$ cat src/rtl/qbert_pkg.sv
// Shared types and constants for the Q*bert cube shader: face codes, palette layout,
// default colours and the level-complete flash states.
package qbert_pkg;

    typedef enum logic [1:0] {
        FaceNone,
        FaceTop,
        FaceLeft,
        FaceRight
    } face_t;

    typedef enum logic {
        StIdle,
        StFlash
    } flash_state_t;

    localparam int unsigned PalEntries = 6;

    localparam logic [2:0] PalBg       = 3'd0;
    localparam logic [2:0] PalLeft     = 3'd1;
    localparam logic [2:0] PalRight    = 3'd2;
    localparam logic [2:0] PalTopUnvis = 3'd3;
    localparam logic [2:0] PalTopVis   = 3'd4;
    localparam logic [2:0] PalFlashAlt = 3'd5;

    localparam logic [23:0] ColBg       = 24'h000000;
    localparam logic [23:0] ColLeft     = 24'h3C3C64;
    localparam logic [23:0] ColRight    = 24'h1E1E3C;
    localparam logic [23:0] ColTopUnvis = 24'hD2B464;
    localparam logic [23:0] ColTopVis   = 24'h2860C8;
    localparam logic [23:0] ColFlashAlt = 24'hFFFFFF;

    function automatic logic [23:0] pal_default(input logic [2:0] idx);
        unique case (idx)
            PalBg:       pal_default = ColBg;
            PalLeft:     pal_default = ColLeft;
            PalRight:    pal_default = ColRight;
            PalTopUnvis: pal_default = ColTopUnvis;
            PalTopVis:   pal_default = ColTopVis;
            PalFlashAlt: pal_default = ColFlashAlt;
            default:     pal_default = ColBg;
        endcase
    endfunction

endpackage

$ cat src/rtl/cube_face_select.sv
// Per-pixel priority merge of all cube face flags: highest cube index wins,
// and within that cube top beats left beats right.
module cube_face_select
    import qbert_pkg::*;
#(
    parameter int unsigned N_cube = 28
) (
    input  logic [N_cube-1:0] top_face,
    input  logic [N_cube-1:0] left_face,
    input  logic [N_cube-1:0] right_face,
    input  logic [N_cube-1:0] top_color,
    output face_t             face,
    output logic              visited
);

    // Ascending scan so the last (highest-index) hit overrides lower ones.
    always_comb begin
        face    = FaceNone;
        visited = 1'b0;
        for (int i = 0; i < N_cube; i++) begin
            if (top_face[i]) begin
                face    = FaceTop;
                visited = top_color[i];
            end else if (left_face[i]) begin
                face    = FaceLeft;
                visited = top_color[i];
            end else if (right_face[i]) begin
                face    = FaceRight;
                visited = top_color[i];
            end
        end
    end

endmodule

$ cat src/rtl/cube_shader.sv
// Two-stage cube pixel shader: face select, then palette lookup, with a writable
// palette and a frame-counted level-complete flash sequence.
module cube_shader
    import qbert_pkg::*;
#(
    parameter int unsigned N_cube       = 28,
    parameter int unsigned FLASH_FRAMES = 16
) (
    input  logic              clk,
    input  logic              reset,
    input  logic [10:0]       x_cnt,
    input  logic [9:0]        y_cnt,
    input  logic              pix_valid,
    input  logic [N_cube-1:0] top_face,
    input  logic [N_cube-1:0] left_face,
    input  logic [N_cube-1:0] right_face,
    input  logic [N_cube-1:0] top_color,
    input  logic              pal_wr,
    input  logic [2:0]        pal_addr,
    input  logic [23:0]       pal_data,
    output logic              pal_ready,
    input  logic              level_done,
    output logic [23:0]       rgb,
    output logic              rgb_valid,
    output logic              flash_busy,
    output logic              flash_done
);

    localparam logic [3:0] FrameLast = 4'(FLASH_FRAMES - 1);

    face_t        sel_face;
    logic         sel_visited;
    face_t        face_q;
    logic         visited_q, valid_q;
    logic [23:0]  rgb_q;
    logic         rgb_valid_q;
    logic [23:0]  pal_q [PalEntries];
    logic [2:0]   lut_idx;

    flash_state_t state_q, state_d;
    logic [3:0]   frame_q, frame_d;
    logic [2:0]   phase_q, phase_d;
    logic         done_q, done_d;
    logic         origin_prev_q;
    logic         at_origin, tick;

    cube_face_select #(
        .N_cube (N_cube)
    ) u_select (
        .top_face   (top_face),
        .left_face  (left_face),
        .right_face (right_face),
        .top_color  (top_color),
        .face       (sel_face),
        .visited    (sel_visited)
    );

    assign at_origin = (x_cnt == '0) && (y_cnt == '0);
    assign tick      = at_origin && !origin_prev_q;

    always_ff @(posedge clk or negedge reset) begin
        if (!reset) begin
            face_q        <= FaceNone;
            visited_q     <= 1'b0;
            valid_q       <= 1'b0;
            origin_prev_q <= 1'b0;
        end else begin
            face_q        <= sel_face;
            visited_q     <= sel_visited;
            valid_q       <= pix_valid;
            origin_prev_q <= at_origin;
        end
    end

    always_comb begin
        lut_idx = PalBg;
        unique case (face_q)
            FaceNone:  lut_idx = PalBg;
            FaceLeft:  lut_idx = PalLeft;
            FaceRight: lut_idx = PalRight;
            FaceTop: begin
                if (state_q == StFlash && phase_q[0]) lut_idx = PalFlashAlt;
                else if (visited_q)                   lut_idx = PalTopVis;
                else                                  lut_idx = PalTopUnvis;
            end
        endcase
    end

    // Non-blocking palette update: a lookup in the write cycle still sees the old entry.
    always_ff @(posedge clk or negedge reset) begin
        if (!reset) begin
            for (int i = 0; i < PalEntries; i++) pal_q[i] <= pal_default(3'(i));
        end else if (pal_wr && pal_ready && pal_addr <= PalFlashAlt) begin
            pal_q[pal_addr] <= pal_data;
        end
    end

    always_ff @(posedge clk or negedge reset) begin
        if (!reset) begin
            rgb_q       <= '0;
            rgb_valid_q <= 1'b0;
        end else begin
            rgb_q       <= valid_q ? pal_q[lut_idx] : '0;
            rgb_valid_q <= valid_q;
        end
    end

    always_comb begin
        state_d = state_q;
        frame_d = frame_q;
        phase_d = phase_q;
        done_d  = 1'b0;
        unique case (state_q)
            StIdle: begin
                // A tick coinciding with the start is deliberately not counted.
                if (level_done) begin
                    state_d = StFlash;
                    frame_d = '0;
                    phase_d = '0;
                end
            end
            StFlash: begin
                if (tick) begin
                    if (frame_q == FrameLast) begin
                        frame_d = '0;
                        if (phase_q == 3'd7) begin
                            state_d = StIdle;
                            phase_d = '0;
                            done_d  = 1'b1;
                        end else begin
                            phase_d = phase_q + 3'd1;
                        end
                    end else begin
                        frame_d = frame_q + 4'd1;
                    end
                end
            end
        endcase
    end

    always_ff @(posedge clk or negedge reset) begin
        if (!reset) begin
            state_q <= StIdle;
            frame_q <= '0;
            phase_q <= '0;
            done_q  <= 1'b0;
        end else begin
            state_q <= state_d;
            frame_q <= frame_d;
            phase_q <= phase_d;
            done_q  <= done_d;
        end
    end

    assign rgb        = rgb_q;
    assign rgb_valid  = rgb_valid_q;
    assign flash_busy = (state_q == StFlash);
    assign pal_ready  = (state_q != StFlash);
    assign flash_done = done_q;

endmodule
$ cat config.mk
export PLATFORM = sky130hd
export DESIGN_NAME = cube_shader
export DESIGN_NICKNAME = d
export VERILOG_FILES = /design/src/rtl/qbert_pkg.sv /design/src/rtl/cube_face_select.sv /design/src/rtl/cube_shader.sv
export SDC_FILE = /design/constraint.sdc
export NUM_CORES = 1
export LEC_CHECK = 0
export ABC_AREA = 1
export BUFFER_PORTS_ARGS = -buffer_cell sky130_fd_sc_hd__buf_2
export CAP_MARGIN = 20
export CORE_ASPECT_RATIO = 0.7
export CORE_MARGIN = 1
export CORE_UTILIZATION = 59
export DETAILED_ROUTE_END_ITERATION = 8
export MAX_ROUTING_LAYER = met4
export PLACE_DENSITY = 0.85
export SYNTH_ARGS = -nofsm -noshare
export SYNTH_HDL_FRONTEND = slang
export SYNTH_SLANG_ARGS = --single-unit
$ cat constraint.sdc
create_clock -name clk -period 3 [get_ports clk]
set_input_delay 0.3 -clock clk [delete_from_list [all_inputs] [get_ports clk]]
set_output_delay 0.3 -clock clk [all_outputs]
set_load 0.005 [all_outputs]
==> impl_summary.txt <==
----------------------------------------------------
[Synth]
  Netlist cell types ... 28
  Synth cell count leaders ... 348 x nand2_1, 171 x o21ai_0, 127 x inv_1
  Number of synthesized flops with an enable pin ... 0
  Post-synth top area share ... 0.327
  Number of synthesized register bits ... 183
  Main area contributors after synthesis ... dfrtp_1 33%, dfstp_2 19%, nand2_1 14%, o21ai_0 9.5%, inv_1 5.3%
  Sequential fraction of the synthesis area ... 0.517
  Top_reg_cell synth ... dfrtp_1
  Post-Syn Area ... 0.00902 mm²
  Asr flop ratio synth ... 1.00
  Post-synthesis area per instance ... 7.74 µm²
  Most frequently used cell type in the post-synthesis netlist ... nand2_1
  Cells after Synth ... 1165
  Biggest area consumer among synthesized cells ... dfrtp_1
  Synthesized netlist net count ... 1333
  Count of synthesis-stage warnings from yosys ... 0

[Placed design]
  Number of buffers added on ports ... 192
  Final RePlAce weighted congestion ... 0.880
  Post-DP HPWL ... 14000 µm

[Critical path]
  Data arrival at the endpoint of the critical path ... 3240 ps
  CP Capture Point ... face_q[0]
  Startpoint kind of the worst setup timing path ... input pin
  Launching point of the worst reg2reg path ... flash_busy
  Startpoint-to-endpoint class of the critical path ... in2reg
  Worst r2r path cells ... 10
  Biggest fanout along the worst timing path ... 3
  Launching instance or port of the critical path ... top_face[0]
  Highest cell delay on the worst timing path ... 120 ps
  Worst reg2reg setup slack ... 750 ps
  Most frequent cell on the critical path ... nand2_1
  CP max-delay cell ... nor2_2
  Element type at the critical path end ... register
  Endpoint of the worst-slack reg-to-reg timing path ... rgb[23]
  Worst endpoint required time ... 3330 ps

[Floorplan]
  X dimension of the die ... 150 µm
  IO Pins ... 193
  Die Y-Extent ... 105 µm
  Total Die Area ... 0.0158 mm²
  Number of rows in the core area ... 37
  Initial core utilization ... 0.609
  Placeable core area ... 0.0148 mm²

[Clocking]
  Number of H-tree levels ... 4
  TritonCTS Buffers ... 17
  Number of sinks on the clock net ... 183
  Clk pin slew, worst setup/hold paths ... 70 ps
  # Post-CTS Setup Buffers ... 0
  CTS root buf ... clkbuf_16
  Clock latency reported for the late side of the worst-skew pair ... 430 ps
  Clock tree from TritonCTS ... done
  Maximum clock path buffer count ... 2

[Cells and area]
  Fraction of layout cells with a size suffix above 1 ... 0.232
  Antenna diode count ... 0
  Count of nets after finishing ... 1507
  Area used by sequential logic in the layout ... 0.00466 mm²
  Footprint of the multi-input gates ... 0.00369 mm²
  Post-Route Utilization ... 0.733
  Count of fill cells added during filler insertion ... 1141
  P&R area growth vs syn ... 20.4%

[Timing]
  Headroom to the max-slew limit ... 0.543
  Slew @ Worst Pin ... 685 ps
  Hold_ws ... 41.9 ps
  Final critical-path required period ... 2910 ps
  Pins Over Slew Limit ... 0
  Final Hold Vio Count ... 0
  Period utilisation layout ... 0.971
  Count of endpoints failing setup in the final report ... 0
  Setup repair after global routing missed its margin ... yes
  Upper clock frequency limit ... 0.343 GHz
  Final clock skew ... 13.0 ps

[GRT]
  Global routing usage on met1 ... 0.390
  Number of antenna violations at the first check in global routing ... 0
  Most crowded layer after global routing ... met2
  Met2 GRT Util ... 0.508
  Met3 global-route usage ... 0.0563
  Via count of the first global-routing pass ... 8213
  Maximum number of pins on one net before global-route repair ... 77
  Global Route Usage Sum ... 0.310
  Gr ovfl total ... 0
  First-pass GRT wire length ... 37800 µm

[Pwr]
  Internal power contribution ... 4.11 mW
  Leakage power of the design ... 5.45 nW
  Net switching share of the total power ... 0.257
  Gate power share ... 0.133
  Clk pwr share ... 0.398
  Power density over the cells ... 510 mW/mm²
  Sequential Power Share ... 0.469
  Net load switching power ... 1.42 mW
  Post-layout total power ... 5.53 mW
  Peak supply drop ... 0.300 mV

[Routing]
  Wirelength, routed ... 22500 µm
  Detail-routed via count per cell ... 5.46
  Count of vias placed by the detailed router ... 8451
  First-pass DRT Iterations ... 5
  Initial drt markers ... 490
  Number of antenna-violating nets in the routed design ... 0
  Total DRC errors in the routed layout ... 0
  Wire length per cell ... 14.6 µm

[Min path]
  Hold Crit Class ... in2reg
  Source of the worst hold timing path ... top_face[27]

[Run]
  Count of maximum capacitance violations ... 0

[Run status]
  Outcome ... completed

----------------------------------------------------
[timing repair]
item,4_1_cts,5_1_grt
endpoints found under the setup margin,0,2
endpoints found under the hold margin,32,0
resized for setup,0,7
hold buffers,2,0
[area by class of cell]
class / count / share of cell area
repair buffers: 211 / 0.109
flip-flops and latches: 183 / 0.429
inverters: 129 / 0.0446
clock buffers: 23 / 0.0459
clock inverters: 9 / 0.00830
well taps: 195 / 0.0225
multi-input cells: 797 / 0.340
[registers in the layout, indices dropped and copies added, names as in the netlist]
signal and count:
valid_q 1, face_q 2, rgb 24, flash_busy 1
pal_q 144, origin_prev_q 1, visited_q 1, rgb_valid 1
phase_q 3, flash_done 1, frame_q 4
[per-layer routing]
layer | up-vias | wire length, µm
met5 | - | 0
met4 | 0 | 409
li1 | 4123 | -
met2 | 280 | 11200
met1 | 3997 | 9780
met3 | 51 | 1160
[cell usage in the layout, fill, tap and decap left out, types with 4 or more instances in the layout]
cell type / Yosys / final
nand3_1: 56 / 56
nand2_1: 348 / 348
a21oi_1: 27 / 26
nor2_1: 104 / 102
o21ai_0: 171 / 171
nor4_1: 4 / 4
o21ai_1: 10 / 8
nand4_1: 9 / 9
nor3_1: 5 / 5
buf_2: 0 / 189
dfrtp_1: 118 / 118
dfstp_2: 65 / 65
buf_4: 0 / 12
clkbuf_8: 0 / 5
o311ai_0: 24 / 24
o21a_1: 24 / 24
inv_1: 127 / 127
buf_12: 0 / 4
clkbuf_16: 0 / 17
[kinds of logic (layout without fill, tap and decap cells)]
group                    Yosys count  in the layout  share of synthesized area
AO/OA/AOI/OAI                    263            263                      0.165
buffers and inverters            185            372                     0.0770
AND/OR/NAND/NOR                  531            531                      0.237
adder cells (fa/ha/maj)            3              3                    0.00416
flip-flops                       183            183                      0.517
[power groups by stage]
stage	clock [mW]	combinational [mW]	sequential, mW
finish	2.20	0.735	2.60
global route	2.34	0.832	2.60
floorplan	0	0.378	2.63
global placement	0	0.699	2.64
CTS	2.22	0.725	2.60
detailed placement	0	0.715	2.64
[critical path: cells and delay by family]
| family | cells | cell delay (ps) |
|---|---|---|
| AO/OA/AOI/OAI | 1 | 100 |
| AND/OR/NAND/NOR | 55 | 2760 |
| buffers and inverters | 1 | 100 |
[through the flow]
step / area (µm²) / instances / setup TNS (ps) / setup WS (ps)
CTS: 10800 / 1546 / 0 / 146
global placement: 10200 / 1512 / -414 / -208
finish: 10900 / 1547 / 0 / 88.1
detailed placement: 10200 / 1512 / -508 / -298
global route: 10900 / 1547 / -614 / -395
floorplan: 9020 / 1165 / 0 / 151
[worst min path at each step]
stage	end	slack, ps	depth (start not counted)
3_5_place_dp	rgb[10]	270	1
3_3_place_gp	rgb[9]	270	1
2_1_floorplan	face_q[0]	4	0
6_report	face_q[1]	40	2
5_1_grt	face_q[1]	30	2
4_1_cts	face_q[1]	30	2
(Power assumes the default switching activity.)
